**src/rtl/algo_1r1wor2w_req_sched_pkg.sv**
```systemverilog
// -----------------------------------------------------------------------------
// algo_sched_pkg
// Shared types and constants for the 1R1W-or-2W request scheduler.
//   clnt_id_t : client index (default BITCLNT = 2, i.e. 4 clients)
//   op_e      : kind of operation chosen for a pick slot
//   SLOT_RD   : memory slot that always carries the read
//   SLOT_WR2  : memory slot used by a write that shares the cycle
// -----------------------------------------------------------------------------
package algo_sched_pkg;

   localparam int unsigned BITCLNT = 2;

   typedef logic [BITCLNT-1:0] clnt_id_t;

   typedef enum logic [1:0] {
      OP_NONE = 2'd0,
      OP_RD   = 2'd1,
      OP_WR   = 2'd2
   } op_e;

   localparam int unsigned SLOT_RD  = 0;
   localparam int unsigned SLOT_WR2 = 1;

endpackage

```
**src/rtl/algo_1r1wor2w_req_sched_if.sv**
```systemverilog
// -----------------------------------------------------------------------------
// algo_1r1wor2w_req_sched_if
// Bundles the client request/response bus, the memory-side bus and the
// performance counters of the scheduler.
//   slave  : scheduler side (consumes client requests, drives memory ops)
//   master : environment side (clients + memory)
// Signals:
//   cl_vld/cl_rdy/cl_wr/cl_addr/cl_din : per-client request channel
//   rsp_vld/rsp_dout                    : one-hot read response, shared data
//   mem_ready/read/write/addr/din       : memory op issue
//   rd_vld/rd_dout                      : memory read return
//   sched_err                           : sticky tag-pipe disagreement
//   perf_rd_cnt/perf_wr_cnt/perf_stall_cnt : counters (0 when disabled)
// -----------------------------------------------------------------------------
interface algo_1r1wor2w_req_sched_if #(
   parameter int unsigned WIDTH   = 32,
   parameter int unsigned BITADDR = 13,
   parameter int unsigned NUMCLNT = 4
);
   logic [NUMCLNT-1:0]         cl_vld;
   logic [NUMCLNT-1:0]         cl_rdy;
   logic [NUMCLNT-1:0]         cl_wr;
   logic [NUMCLNT*BITADDR-1:0] cl_addr;
   logic [NUMCLNT*WIDTH-1:0]   cl_din;
   logic [NUMCLNT-1:0]         rsp_vld;
   logic [WIDTH-1:0]           rsp_dout;
   logic                       mem_ready;
   logic                       read;
   logic [1:0]                 write;
   logic [2*BITADDR-1:0]       addr;
   logic [2*WIDTH-1:0]         din;
   logic                       rd_vld;
   logic [WIDTH-1:0]           rd_dout;
   logic                       sched_err;
   logic [31:0]                perf_rd_cnt;
   logic [31:0]                perf_wr_cnt;
   logic [31:0]                perf_stall_cnt;

   modport slave (
      input  cl_vld, cl_wr, cl_addr, cl_din, mem_ready, rd_vld, rd_dout,
      output cl_rdy, rsp_vld, rsp_dout, read, write, addr, din, sched_err,
             perf_rd_cnt, perf_wr_cnt, perf_stall_cnt
   );

   modport master (
      output cl_vld, cl_wr, cl_addr, cl_din, mem_ready, rd_vld, rd_dout,
      input  cl_rdy, rsp_vld, rsp_dout, read, write, addr, din, sched_err,
             perf_rd_cnt, perf_wr_cnt, perf_stall_cnt
   );
endinterface

```
**src/rtl/algo_1r1wor2w_req_sched_rr_pick.sv**
```systemverilog
// -----------------------------------------------------------------------------
// algo_rr_pick
// Masked find-first: scans i_req starting at i_start, wrapping at N, and
// returns the first set index.
//   i_req   : candidate mask (already qualified by the caller)
//   i_start : scan start index
//   o_found : any candidate set
//   o_idx   : index of the first candidate in scan order
// -----------------------------------------------------------------------------
module algo_rr_pick #(
   parameter int unsigned N = 4,
   parameter int unsigned B = 2
) (
   input  logic [N-1:0] i_req,
   input  logic [B-1:0] i_start,
   output logic         o_found,
   output logic [B-1:0] o_idx
);

   always_comb begin
      int unsigned v_j;
      logic [B-1:0] v_jb;
      o_found = 1'b0;
      o_idx   = '0;
      v_j     = 0;
      v_jb    = '0;
      for (int unsigned k = 0; k < N; k++) begin
         v_j  = ({{(32-B){1'b0}}, i_start} + k) % N;
         v_jb = v_j[B-1:0];
         if (!o_found && i_req[v_jb]) begin
            o_found = 1'b1;
            o_idx   = v_jb;
         end
      end
   end

endmodule

```
**src/rtl/algo_1r1wor2w_req_sched.sv**
```systemverilog
// -----------------------------------------------------------------------------
// algo_1r1wor2w_req_sched
// Round-robin scheduler merging NUMCLNT client streams into at most two memory
// ops per cycle: 1 read + 1 write, or 2 writes (never 2 reads). Read data is
// routed back to the issuing client through a fixed-latency tag pipe.
// Ports:
//   clk  : clock
//   rst  : asynchronous reset, active high
//   bus  : algo_1r1wor2w_req_sched_if.slave (client, memory, perf signals)
// Optional feature: define ALGO_SCHED_PERF_EN to build the saturating
// perf_rd_cnt / perf_wr_cnt / perf_stall_cnt counters; otherwise they read 0.
// -----------------------------------------------------------------------------
module algo_1r1wor2w_req_sched
   import algo_sched_pkg::*;
#(
   parameter int unsigned WIDTH   = 32,
   parameter int unsigned BITADDR = 13,
   parameter int unsigned NUMCLNT = 4,
   parameter int unsigned BITCLNT = 2,
   parameter int unsigned RD_LAT  = 3
) (
   input logic                      clk,
   input logic                      rst,
   algo_1r1wor2w_req_sched_if.slave bus
);

   logic [BITADDR-1:0]           w_caddr [NUMCLNT];
   logic [WIDTH-1:0]             w_cdin  [NUMCLNT];
   logic [NUMCLNT-1:0]           w_elig;
   logic [NUMCLNT-1:0]           w_req1;
   logic [NUMCLNT-1:0]           w_req2;
   logic [NUMCLNT-1:0]           w_p1_oh;
   logic [NUMCLNT-1:0]           w_p2_oh;
   logic [NUMCLNT-1:0]           w_cl_rdy;
   logic                         w_p1_found;
   logic                         w_p2_found;
   logic [BITCLNT-1:0]           w_p1_idx;
   logic [BITCLNT-1:0]           w_p2_idx;
   logic [BITCLNT-1:0]           w_p1_next;
   logic [BITCLNT-1:0]           w_p2_next;
   op_e                          w_op1;
   op_e                          w_op2;

   logic                         w_read_n;
   logic [1:0]                   w_write_n;
   logic [BITADDR-1:0]           w_saddr [2];
   logic [WIDTH-1:0]             w_sdin  [2];
   logic [BITCLNT-1:0]           w_tag_in_id;

   logic [BITCLNT-1:0]           r_ptr;
   logic                         r_read;
   logic [1:0]                   r_write;
   logic [2*BITADDR-1:0]         r_addr;
   logic [2*WIDTH-1:0]           r_din;
   logic [RD_LAT:0]              r_tag_vld;
   logic [RD_LAT:0][BITCLNT-1:0] r_tag_id;
   logic                         r_sched_err;

   logic                         w_tag_out_vld;
   logic [BITCLNT-1:0]           w_tag_out_id;
   logic                         w_rsp_fire;

   // Per-client field extraction and pick2 eligibility relative to pick1.
   for (genvar g = 0; g < NUMCLNT; g++) begin : g_clnt
      assign w_caddr[g] = bus.cl_addr[g*BITADDR +: BITADDR];
      assign w_cdin[g]  = bus.cl_din[g*WIDTH +: WIDTH];
      assign w_elig[g]  = !((!bus.cl_wr[w_p1_idx] && !bus.cl_wr[g]) ||
                            (bus.cl_wr[w_p1_idx] && bus.cl_wr[g] &&
                             (w_caddr[g] == w_caddr[w_p1_idx])));
   end

   // No grants while memory is initialising or the block is held in reset.
   assign w_req1 = (bus.mem_ready && !rst) ? bus.cl_vld : '0;

   algo_rr_pick #(.N(NUMCLNT), .B(BITCLNT)) u_pick1 (
      .i_req   (w_req1),
      .i_start (r_ptr),
      .o_found (w_p1_found),
      .o_idx   (w_p1_idx)
   );

   // pick2 scans from just after pick1; pick1 itself is masked out so a
   // full wrap cannot select it again.
   assign w_p1_oh   = w_p1_found ? (NUMCLNT'(1) << w_p1_idx) : '0;
   assign w_p1_next = (w_p1_idx == BITCLNT'(NUMCLNT-1)) ? '0 : w_p1_idx + 1'b1;
   assign w_req2    = w_req1 & w_elig & ~w_p1_oh & {NUMCLNT{w_p1_found}};

   algo_rr_pick #(.N(NUMCLNT), .B(BITCLNT)) u_pick2 (
      .i_req   (w_req2),
      .i_start (w_p1_next),
      .o_found (w_p2_found),
      .o_idx   (w_p2_idx)
   );

   assign w_p2_oh   = w_p2_found ? (NUMCLNT'(1) << w_p2_idx) : '0;
   assign w_p2_next = (w_p2_idx == BITCLNT'(NUMCLNT-1)) ? '0 : w_p2_idx + 1'b1;
   assign w_cl_rdy  = w_p1_oh | w_p2_oh;

   assign w_op1 = !w_p1_found ? OP_NONE : (bus.cl_wr[w_p1_idx] ? OP_WR : OP_RD);
   assign w_op2 = !w_p2_found ? OP_NONE : (bus.cl_wr[w_p2_idx] ? OP_WR : OP_RD);

   // Slot mapping: a read always owns slot 0, a write sharing the cycle with
   // a read moves to slot 1, two writes keep rr order, a lone write uses slot 0.
   always_comb begin
      w_read_n    = 1'b0;
      w_write_n   = '0;
      w_saddr[0]  = '0;
      w_saddr[1]  = '0;
      w_sdin[0]   = '0;
      w_sdin[1]   = '0;
      w_tag_in_id = w_p1_idx;
      if (w_op1 == OP_RD) begin
         w_read_n         = 1'b1;
         w_saddr[SLOT_RD] = w_caddr[w_p1_idx];
         if (w_op2 == OP_WR) begin
            w_write_n[SLOT_WR2] = 1'b1;
            w_saddr[SLOT_WR2]   = w_caddr[w_p2_idx];
            w_sdin[SLOT_WR2]    = w_cdin[w_p2_idx];
         end
      end else if (w_op1 == OP_WR) begin
         if (w_op2 == OP_RD) begin
            w_read_n            = 1'b1;
            w_tag_in_id         = w_p2_idx;
            w_saddr[SLOT_RD]    = w_caddr[w_p2_idx];
            w_write_n[SLOT_WR2] = 1'b1;
            w_saddr[SLOT_WR2]   = w_caddr[w_p1_idx];
            w_sdin[SLOT_WR2]    = w_cdin[w_p1_idx];
         end else if (w_op2 == OP_WR) begin
            w_write_n  = 2'b11;
            w_saddr[0] = w_caddr[w_p1_idx];
            w_sdin[0]  = w_cdin[w_p1_idx];
            w_saddr[1] = w_caddr[w_p2_idx];
            w_sdin[1]  = w_cdin[w_p2_idx];
         end else begin
            w_write_n[0] = 1'b1;
            w_saddr[0]   = w_caddr[w_p1_idx];
            w_sdin[0]    = w_cdin[w_p1_idx];
         end
      end
   end

   always_ff @(posedge clk or posedge rst) begin
      if (rst) begin
         r_ptr   <= '0;
         r_read  <= 1'b0;
         r_write <= '0;
         r_addr  <= '0;
         r_din   <= '0;
      end else begin
         if (w_p1_found) begin
            r_ptr <= w_p2_found ? w_p2_next : w_p1_next;
         end
         r_read  <= w_read_n;
         r_write <= w_write_n;
         r_addr  <= {w_saddr[1], w_saddr[0]};
         r_din   <= {w_sdin[1], w_sdin[0]};
      end
   end

   // Stage 0 is loaded at acceptance, so the last of RD_LAT+1 stages lines up
   // with rd_vld returned RD_LAT cycles after the registered read issue.
   always_ff @(posedge clk or posedge rst) begin
      if (rst) begin
         r_tag_vld <= '0;
         r_tag_id  <= '0;
      end else begin
         r_tag_vld <= {r_tag_vld[RD_LAT-1:0], w_read_n};
         r_tag_id  <= {r_tag_id[RD_LAT-1:0], w_tag_in_id};
      end
   end

   assign w_tag_out_vld = r_tag_vld[RD_LAT];
   assign w_tag_out_id  = r_tag_id[RD_LAT];
   assign w_rsp_fire    = w_tag_out_vld && bus.rd_vld;

   always_ff @(posedge clk or posedge rst) begin
      if (rst) begin
         r_sched_err <= 1'b0;
      end else if (bus.rd_vld != w_tag_out_vld) begin
         r_sched_err <= 1'b1;
      end
   end

   assign bus.cl_rdy    = w_cl_rdy;
   assign bus.read      = r_read;
   assign bus.write     = r_write;
   assign bus.addr      = r_addr;
   assign bus.din       = r_din;
   assign bus.rsp_vld   = w_rsp_fire ? (NUMCLNT'(1) << w_tag_out_id) : '0;
   assign bus.rsp_dout  = w_rsp_fire ? bus.rd_dout : '0;
   assign bus.sched_err = r_sched_err;

`ifdef ALGO_SCHED_PERF_EN
   logic [31:0] r_perf_rd;
   logic [31:0] r_perf_wr;
   logic [31:0] r_perf_stall;
   logic [1:0]  w_wr_inc;

   assign w_wr_inc = {1'b0, r_write[0]} + {1'b0, r_write[1]};

   always_ff @(posedge clk or posedge rst) begin
      if (rst) begin
         r_perf_rd    <= '0;
         r_perf_wr    <= '0;
         r_perf_stall <= '0;
      end else begin
         if (r_read && (r_perf_rd != '1)) begin
            r_perf_rd <= r_perf_rd + 32'd1;
         end
         if (r_perf_wr > (32'hFFFF_FFFF - 32'(w_wr_inc))) begin
            r_perf_wr <= '1;
         end else begin
            r_perf_wr <= r_perf_wr + 32'(w_wr_inc);
         end
         if ((|bus.cl_vld) && !(|w_cl_rdy) && (r_perf_stall != '1)) begin
            r_perf_stall <= r_perf_stall + 32'd1;
         end
      end
   end

   assign bus.perf_rd_cnt    = r_perf_rd;
   assign bus.perf_wr_cnt    = r_perf_wr;
   assign bus.perf_stall_cnt = r_perf_stall;
`else
   assign bus.perf_rd_cnt    = '0;
   assign bus.perf_wr_cnt    = '0;
   assign bus.perf_stall_cnt = '0;
`endif

endmodule

```
**src/flat_wrapper.sv**
```systemverilog
// flat-port wrapper written by rule: the top's interface ports become plain ports
module algo_1r1wor2w_req_sched_flat import algo_sched_pkg::*;
#(
   parameter int unsigned WIDTH   = 32,
   parameter int unsigned BITADDR = 13,
   parameter int unsigned NUMCLNT = 4,
   parameter int unsigned BITCLNT = 2,
   parameter int unsigned RD_LAT  = 3
)
  (clk, rst, bus_cl_vld, bus_cl_wr, bus_cl_addr, bus_cl_din, bus_mem_ready, bus_rd_vld, bus_rd_dout, bus_cl_rdy, bus_rsp_vld, bus_rsp_dout, bus_read, bus_write, bus_addr, bus_din, bus_sched_err, bus_perf_rd_cnt, bus_perf_wr_cnt, bus_perf_stall_cnt);
  algo_1r1wor2w_req_sched_if #(.WIDTH(WIDTH), .BITADDR(BITADDR), .NUMCLNT(NUMCLNT)) bus_i ();
  input logic clk;
  input logic rst;
  input wire logic [$bits(bus_i.cl_vld)-1:0] bus_cl_vld;
  input wire logic [$bits(bus_i.cl_wr)-1:0] bus_cl_wr;
  input wire logic [$bits(bus_i.cl_addr)-1:0] bus_cl_addr;
  input wire logic [$bits(bus_i.cl_din)-1:0] bus_cl_din;
  input wire logic [$bits(bus_i.mem_ready)-1:0] bus_mem_ready;
  input wire logic [$bits(bus_i.rd_vld)-1:0] bus_rd_vld;
  input wire logic [$bits(bus_i.rd_dout)-1:0] bus_rd_dout;
  output wire logic [$bits(bus_i.cl_rdy)-1:0] bus_cl_rdy;
  output wire logic [$bits(bus_i.rsp_vld)-1:0] bus_rsp_vld;
  output wire logic [$bits(bus_i.rsp_dout)-1:0] bus_rsp_dout;
  output wire logic [$bits(bus_i.read)-1:0] bus_read;
  output wire logic [$bits(bus_i.write)-1:0] bus_write;
  output wire logic [$bits(bus_i.addr)-1:0] bus_addr;
  output wire logic [$bits(bus_i.din)-1:0] bus_din;
  output wire logic [$bits(bus_i.sched_err)-1:0] bus_sched_err;
  output wire logic [$bits(bus_i.perf_rd_cnt)-1:0] bus_perf_rd_cnt;
  output wire logic [$bits(bus_i.perf_wr_cnt)-1:0] bus_perf_wr_cnt;
  output wire logic [$bits(bus_i.perf_stall_cnt)-1:0] bus_perf_stall_cnt;
  assign bus_i.cl_vld = bus_cl_vld;
  assign bus_i.cl_wr = bus_cl_wr;
  assign bus_i.cl_addr = bus_cl_addr;
  assign bus_i.cl_din = bus_cl_din;
  assign bus_i.mem_ready = bus_mem_ready;
  assign bus_i.rd_vld = bus_rd_vld;
  assign bus_i.rd_dout = bus_rd_dout;
  assign bus_cl_rdy = bus_i.cl_rdy;
  assign bus_rsp_vld = bus_i.rsp_vld;
  assign bus_rsp_dout = bus_i.rsp_dout;
  assign bus_read = bus_i.read;
  assign bus_write = bus_i.write;
  assign bus_addr = bus_i.addr;
  assign bus_din = bus_i.din;
  assign bus_sched_err = bus_i.sched_err;
  assign bus_perf_rd_cnt = bus_i.perf_rd_cnt;
  assign bus_perf_wr_cnt = bus_i.perf_wr_cnt;
  assign bus_perf_stall_cnt = bus_i.perf_stall_cnt;
  algo_1r1wor2w_req_sched #(.WIDTH(WIDTH), .BITADDR(BITADDR), .NUMCLNT(NUMCLNT), .BITCLNT(BITCLNT), .RD_LAT(RD_LAT)) u_core (.clk(clk), .rst(rst), .bus(bus_i));
endmodule
```
**config.mk**
```make
export PLATFORM = sky130hd
export DESIGN_NAME = algo_1r1wor2w_req_sched_flat
export DESIGN_NICKNAME = d
export VERILOG_FILES = /design/src/rtl/algo_1r1wor2w_req_sched_pkg.sv /design/src/rtl/algo_1r1wor2w_req_sched_if.sv /design/src/rtl/algo_1r1wor2w_req_sched_rr_pick.sv /design/src/rtl/algo_1r1wor2w_req_sched.sv /design/src/flat_wrapper.sv
export SDC_FILE = /design/constraint.sdc
export NUM_CORES = 1
export LEC_CHECK = 0
export ABC_CLOCK_PERIOD_IN_PS = 9000
export CORE_AREA = 2 2 175 177
export CTS_CLUSTER_DIAMETER = 100
export DETAILED_ROUTE_END_ITERATION = 16
export DIE_AREA = 0 0 177 179
export PLACE_DENSITY_LB_ADDON = 0.05
export REMOVE_ABC_BUFFERS = 1
export SETUP_SLACK_MARGIN = 0.1
export SYNTH_ARGS = -nofsm -noshare
export SYNTH_HDL_FRONTEND = slang
export SYNTH_SLANG_ARGS = --single-unit
```
**constraint.sdc**
```tcl
create_clock -name clk -period 9 [get_ports clk]
set_clock_uncertainty 0.1 [all_clocks]
set_input_delay 2.25 -clock clk [delete_from_list [all_inputs] [get_ports clk]]
set_output_delay 2.25 -clock clk [all_outputs]
set_load 0.01 [all_outputs]
```
==> impl_results.md, run 1 <==
* Cts bufs inserted at 9
* Clock share of power at 24.2%
* Period utilization at between 90% and 100%
* CP max-delay cell: clkdlybuf4s50_1
* Worst VDD drop at between 0.06 and 0.07 mV
* Mapped cell area at about 10000 sq um
* Max incr delay on CP at about 0.48 ns
* Crit-path most repeated cell: clkdlybuf4s50_1
* Yosys top cell area share at 26.2%
* CP Buf/Inv Count at 4
* EDFF count, synth at 0
* Hold crit path type: flip-flop to flip-flop
* Sequential element share of the synthesized area at between 20% and 30%
* Latest clock arrival within the worst-skew pair at between 0.3 and 0.4 ns
* Worst reg2reg path endpoint: u_core.bus.addr[25]
* Post-Synth XOR/XNOR Area at under 10%
* Simple-gate area share of the yosys netlist at roughly a quarter
* FMAX at about 110 MHz
* Total Wirelength at 44200 um
* Pwr Total at around 0.0017 W
* Comb pwr share at approximately 44%
* Power Dens Cells at 120 nW/um^2
* Placed Cells at about 2000
* Iteration count of the initial detailed-routing pass at 5
* Reg clk slew, reported paths at 0.09 ns
* Global route overflow at 0
* DR WL/cell at about 22 um
* Worst Hold Path Cells at 0
* Hold_ws at around 0.23 ns
* Worst setup EP type: output port
* CP Cell Sequence: clkdlybuf4s50_1, nor2b_1, buf_4, nand3_1, a21oi_1, o311a_1, o21ai_1, nor4_2, o2111ai_2, and2_1, a211oi_2, and2_4, inv_1, ha_1, a22o_1, clkdlybuf4s50_1
* CORE AREA at 30000 sq um
* Routability cong. at between 0.9 and 1
* I/O pin count at 454
* H-tree levels at 3
* Row cnt at 64
* Worst Setup Start Kind: input port
* Initial antenna violation count at 2
* Synth unique cells at 86
* Req. time, crit path at approximately 6.7 ns
* RSZ-0062 raised after global routing: no
* WP data arrival at roughly 6.4 ns
* Post-CTS Hold Fix Bufs at 0
* Main flop type after synthesis: dfrtp_1
* Die height at 179 um
* Net Switching at around 0.00063 W
* Max clock buf depth at 2
* FF-to-FF Start: u_core.r_ptr[1]
* Final Hold Fails at 0
* Switching share of power at a little over a third
* Final WS setup at around 0.26 ns
* Mean Syn Cell Area at 8.11 sq um
* Largest net degree at the start of global routing at 75
* Synth Register Bits at between 100 and 150
* Post-place setup slack at -0.0468 ns
* Slew Limit Fails at 0
* Post-synthesis compound-gate area fraction at 15.6%
* CTS tree: yes
* IO Port Bufs at between 300 and 400
* Nets at about 1800
* Total GRT Usage at about 27%
* CP max FO at 10
* Hold Startpoint: u_core.r_tag_vld[2]
* Share of cells above drive strength 1 at ~12%
* Root Buffer: clkbuf_16
* Max_slew headroom at 28.8%
* First-pass GRT wire length at 64600 um
* Max Cap Viol at 0
* Crit. path cell count at 16
* Area leader, netlist: dfrtp_1
* Vias in the first global route at 10000
* Most frequent cells in the layout: clkdlybuf4s50_1 (349), nand2_1 (230), dfrtp_1 (107)
* LEAKAGE at 6.34 nW
* Adder-Cell Fraction of Synth Area at under 10%
* Sequential share of power at 31.6%
* Initial core utilization at roughly 34%
* Largest family of logic cells by synthesized area: simple AND/OR/NAND/NOR gates
* Cells after synthesis at 1259
* Residual DRC at 0
* Yosys warnings at 0
* Detail Placement HPWL at around 34000 um
* Period minus WS final at between 8 and 9 ns
* Commonest non-fill, non-tap cell in the layout: clkdlybuf4s50_1
* Final ANT Viol Nets at 0
* Multiplexer area fraction after synthesis at 14.0%
* # diodes at 0
* Reg2reg path depth at 16
* Layout area overhead at 41.5%
* Crit path max-delay family: compound AO/OA/AOI/OAI gates
* Final setup viols at 0
* Pint at about 0.0011 W
* Die width at ~180 um
* Hold endpoint: u_core.r_tag_vld[3]
* Reg-to-reg slack, setup at just under 3 ns
* Worst-Margin Slew at 1.07 ns
* Fraction of registers with async set/reset at 100%
* Top post-synthesis cells by area: dfrtp_1 (26%), nand2_1 (8.5%), buf_4 (8.0%)
* Status: completed
* DR vias/cell at around 5.3
* CTS sink cnt at around 110
* Setup CP Type: input port to output port
* DRT iter0 DRCs at a little under 900
* Fin cells at about 2000
* Die area at between 30000 and 40000 sq um
* Via Count at approximately 11000
## synth_stat cells, types with 4 or more instances
library cell	n
buf_6	5
nand2_1	230
clkbuf_1	68
or2_2	10
nand3_1	81
xor2_1	29
o2111ai_1	5
o21ai_1	6
o221ai_1	4
nor2b_1	12
a211oi_1	8
mux2_2	14
o2bb2ai_1	34
nor2_1	58
nand2b_1	17
nor3_1	19
o21ai_0	36
inv_1	29
and3_1	4
buf_1	12
o211ai_1	15
a32oi_1	5
mux2i_1	55
xnor2_1	32
and2_1	39
dfrtp_1	107
nand4_1	8
buf_2	21
mux4_2	32
ha_1	9
nor4_1	10
or3_1	4
o22ai_1	17
buf_4	109
a21oi_1	25
a31oi_1	9
o31ai_1	5
## timing repair
item	in CTS	in global routing
buffers inserted	0	7
gates resized for setup	4	28
setup endpoints to repair	4	4
gates cloned	0	0
pin swaps	0	7
endpoints found under the hold margin	0	0
## stage by stage
stage	instance area [sq um]	utilization (%)	TNS, ns
2_1_floorplan	9260	-	-202.16
3_3_place_gp	14000	46.5	-0.0198
3_5_place_dp	14000	46.5	-0.0490
4_1_cts	14300	47.6	0
5_1_grt	14400	48.1	0
6_report	14400	48.1	0
## power by group through the flow
| stage | logic, W | registers (W) | clock network (W) |
|---|---|---|---|
| after global placement | 0.000753 | 0.000556 | 0 |
| after detailed placement | 0.000749 | 0.000556 | 0 |
| final | 0.000764 | 0.000546 | 0.000418 |
| after CTS | 0.000754 | 0.000547 | 0.000432 |
| after global routing | 0.000822 | 0.000551 | 0.000451 |
| after floorplan | 0.000339 | 0.000574 | 0 |
## routing by layer
metal  vias to the layer above  global-route usage [%]  routed length, um
met3                        66                    5.26               3630
met2                       530                    45.2              21200
li1                       4859                       -                  -
met5                         -                       0                 27
met4                         4                    8.37               1080
met1                      5108                    35.7              18300
## worst max-delay path by stage
stage | from | endpoint | slack (ns)
CTS | bus_cl_addr[25] | bus_cl_rdy[3] | 0.12
global placement | bus_cl_vld[0] | bus_cl_rdy[0] | -0.01
finish | rst | bus_cl_rdy[0] | 0.26
detailed placement | bus_cl_vld[0] | bus_cl_rdy[0] | -0.05
floorplan | rst | bus_cl_rdy[3] | -3.40
global route | bus_mem_ready | bus_cl_rdy[0] | 0.17
## cell type report
cell class                      instances  area (sq um)
Clock buffer                            9           225
Clock inverter                          6          72.6
Fill cell                            2957         15600
Inverter                               32           128
Multi-Input combinational cell        998          6560
Sequential cell                       107          2680
Tap cell                              396           495
Timing Repair Buffer                  444          4280
## state kept, by name (all words and copies together), names as in the netlist
name	cells
u_core.r_ptr	2
u_core.bus.sched_err	1
u_core.bus.write	2
u_core.r_tag_id	6
u_core.bus.din	64
u_core.r_tag_vld	4
u_core.w_tag_out_id	2
u_core.bus.addr	26
## cell families (layout without fill, tap and decap cells)
family          after synthesis  count (layout)
compound gates              215             215
other cells                   1              96
xor+xnor                     61              61
simple gates                516             516
flops                       107             107
fa+ha+maj                     9               9
buf+inv                     249             491
mux                         101             101
Power figures use the tool's default switching activity.
==> run 2: changes to the inputs <==
--- a/config.mk
+++ b/config.mk
@@ -6,10 +6,11 @@
 export NUM_CORES = 1
 export LEC_CHECK = 0
 export ABC_CLOCK_PERIOD_IN_PS = 9000
-export CORE_AREA = 2 2 175 177
+export CORE_AREA = 2 2 174 176
 export CTS_CLUSTER_DIAMETER = 100
 export DETAILED_ROUTE_END_ITERATION = 16
-export DIE_AREA = 0 0 177 179
+export DIE_AREA = 0 0 176 178
+export DONT_BUFFER_PORTS = 1
 export PLACE_DENSITY_LB_ADDON = 0.05
 export REMOVE_ABC_BUFFERS = 1
 export SETUP_SLACK_MARGIN = 0.1
==> run 2 against run 1 <==
  * Register-to-register slack got worse by 0.10 ns
  * Sequential power grew 6.2%
  * Global-route usage is 2.4 points lower
  * Sequential share of layout area is 7.4 points higher
  * Critical endpoint is now bus_cl_rdy[3]
  * Largest power group is now registers
  * Highest routed layer unchanged
==> impl_results.md, run 2 (synthesized netlist as in run 1, its figures left out) <==
* Status: completed
* Worst setup EP type: output port
* Max_slew headroom at 28.2% (-0.56 points)
* Final ANT Viol Nets at 0 (unchanged)
* Die area at 31300 sq um (-1.1%)
* Period minus WS final at 8.25 ns (-0.487 ns)
* Worst VDD drop at 0.0804 mV (+17%)
* Layer with the highest usage: met2
* Final Hold Fails at 0 (unchanged)
* Initial core utilization at 34.7% (+0.72 points)
* Req. time, crit path at 6.65 ns (about the same)
* Global route overflow at 0 (unchanged)
* Vias in the first global route at 8590 (-14%)
* H-tree levels at 3 (unchanged)
* Final setup viols at 0 (unchanged)
* Max reg flops at 64 (unchanged)
* Residual DRC at 0 (unchanged)
* Total GRT Usage at 24.8% (-2.4 points)
* Setup CP Type: input port to output port
* Routability cong. at 0.939 (+2.4%)
* Initial antenna violation count at 3 (+1)
* Root Buffer: clkbuf_16
* Detail Placement HPWL at 29600 um (-12%)
* IO Port Bufs at 0 (-100%)
* Final WS setup at 0.751 ns (+0.487 ns)
* CTS tree: yes
* Slew Limit Fails at 0 (unchanged)
* WP data arrival at 5.90 ns (-0.49 ns)
* Nets at 1406 (-23%)
* First-pass GRT wire length at 58000 um (-10%)
* Worst Setup Start Kind: input port
* LEAKAGE at 4.60 nW (-27%)
* Reg clk slew, reported paths at 0.08 ns (about the same)
* Max clock buf depth at 2 (unchanged)
* CORE AREA at 29400 sq um (-2.1%)
* Commonest non-fill, non-tap cell in the layout: nand2_1
* Latest clock arrival within the worst-skew pair at 0.36 ns (about the same)
* Iteration count of the initial detailed-routing pass at 6 (+1)
* Most frequent cells in the layout: nand2_1 (230), dfrtp_1 (107), conb_1 (96)
* Period utilization at 91.7% (-5.4 points)
* Pwr Total at 0.00147 W (-15%)
* Postcts setup bufs at 0 (unchanged)
* Worst-Margin Slew at 1.07 ns (+0.00430 ns)
* I/O pin count at 454 (unchanged)
* CTS sink cnt at 107 (unchanged)
* DRT iter0 DRCs at 730 (-17%)
* Cts bufs inserted at 9 (unchanged)
* Layout area overhead at 1.02%
* Share of cells above drive strength 1 at 10.7% (-1.6 points)
* DR vias/cell at 5.60 (+5.5%)
* Post-CTS Resized at 0 (-4)
* Global-route met2 utilization at 41.0% (-4.2 points)
* Row cnt at 63 (-1.6%)
* Largest net degree at the start of global routing at 114 (+52%)
* RSZ-0062 raised after global routing: no
* Post-CTS Hold Fix Bufs at 0 (unchanged)
* Die width at 176 um (-0.56%)
* Total Wirelength at 40500 um (-8.3%)
* CP max FO at 77 (+67)
* Post-place setup slack at 0.818 ns (+0.865 ns)
* Die height at 178 um (-0.56%)
* Power Dens Cells at 142 nW/um^2 (+19%)
* Max Cap Viol at 0 (unchanged)
* FMAX at 121 MHz (+5.9%)
* DR WL/cell at 25.8 um (+16%)
* Met3 Use GR at 8.33% (+3.1 points)
* Via Count at 8785 (-17%)
* Filler instances at 3130 (+5.9%)
* Met1 GRT Util at 31.3% (-4.4 points)
* Hold crit path type: flip-flop to flip-flop
-- run 2: critical path, stage by stage --
cell and delay, ns:
nand2b_1 0.23, nand2_2 0.21, a21oi_4 0.25, buf_12 0.37
mux2i_1 0.37, xnor2_1 0.12, o41ai_1 0.43, a31oi_2 0.21
o32ai_1 0.39, and2_1 0.27, or3_4 0.18, inv_1 0.06
ha_1 0.18, nand2_1 0.05, o21ai_0 0.07, buf_4 0.18
-- run 2: metrics by stage --
step / hold WS [ns] / std cells / instance area [sq um] / TNS (ns) / util, %
2_1_floorplan: 0.231 / 1137 / 9260 / -202.16 / -
3_3_place_gp: 0.232 / 1552 / 10000 / 0 / 34.0
3_5_place_dp: 0.235 / 1552 / 10000 / 0 / 34.0
4_1_cts: 0.252 / 1568 / 10300 / 0 / 35.1
5_1_grt: 0.260 / 1569 / 10300 / 0 / 35.1
6_report: 0.247 / 1569 / 10300 / 0 / 35.1
-- run 2: where the power goes --
| group | total (W) | leakage (nW) | internal, W | switching [W] |
|---|---|---|---|---|
| logic | 0.000461 | 3.02 | 0.000172 | 0.000289 |
| clock network | 0.000426 | 0.150 | 0.000222 | 0.000204 |
| registers | 0.000580 | 1.44 | 0.000527 | 0.0000530 |
| total | 0.00147 | 4.60 | 0.000921 | 0.000546 |
-- run 2: area by class of cell --
type	count	area (sq um)	area share, %
multi-input combinational	998	6480	62.9
sequential	107	2680	26.0
tap	390	488	4.73
clock buffer	9	225	2.18
timing repair buffer	25	225	2.18
inverter	32	124	1.20
clock inverter	7	82.6	0.801
antenna	1	2.50	0.0243
-- run 2: layer usage --
metal	vias to the layer above	routed length [um]
met3	39	3830
met1	4320	16900
met4	4	633
li1	4023	-
met2	399	19100
met5	-	26
-- run 2: path summary, 6_finish.rpt --
| check | from | endpoint | slack [ns] | cells past startpoint |
|---|---|---|---|---|
| max | bus_cl_vld[3] | bus_cl_rdy[3] | 0.75 | 16 |
| min | u_core.r_tag_id[5] | u_core.w_tag_out_id[1] | 0.25 | 0 |
| max reg2reg | u_core.r_ptr[1] | u_core.bus.addr[25] | 2.82 | 16 |
| min reg2reg | u_core.r_tag_id[5] | u_core.w_tag_out_id[1] | 0.25 | 0 |
| max in group asynchronous | rst | u_core.bus.din[36] | 5.80 | 2 |
| min in group asynchronous | rst | u_core.bus.addr[22] | 1.71 | 1 |
==> run 3: changes to the inputs <==
--- a/config.mk
+++ b/config.mk
@@ -6,6 +6,7 @@
 export NUM_CORES = 1
 export LEC_CHECK = 0
 export ABC_CLOCK_PERIOD_IN_PS = 9000
+export CAP_MARGIN = 10
 export CORE_AREA = 2 2 174 176
 export CTS_CLUSTER_DIAMETER = 100
 export DETAILED_ROUTE_END_ITERATION = 16
==> results of run 3 <==
Same layout as run 2: the final DEF is identical, and so are final timing and power.
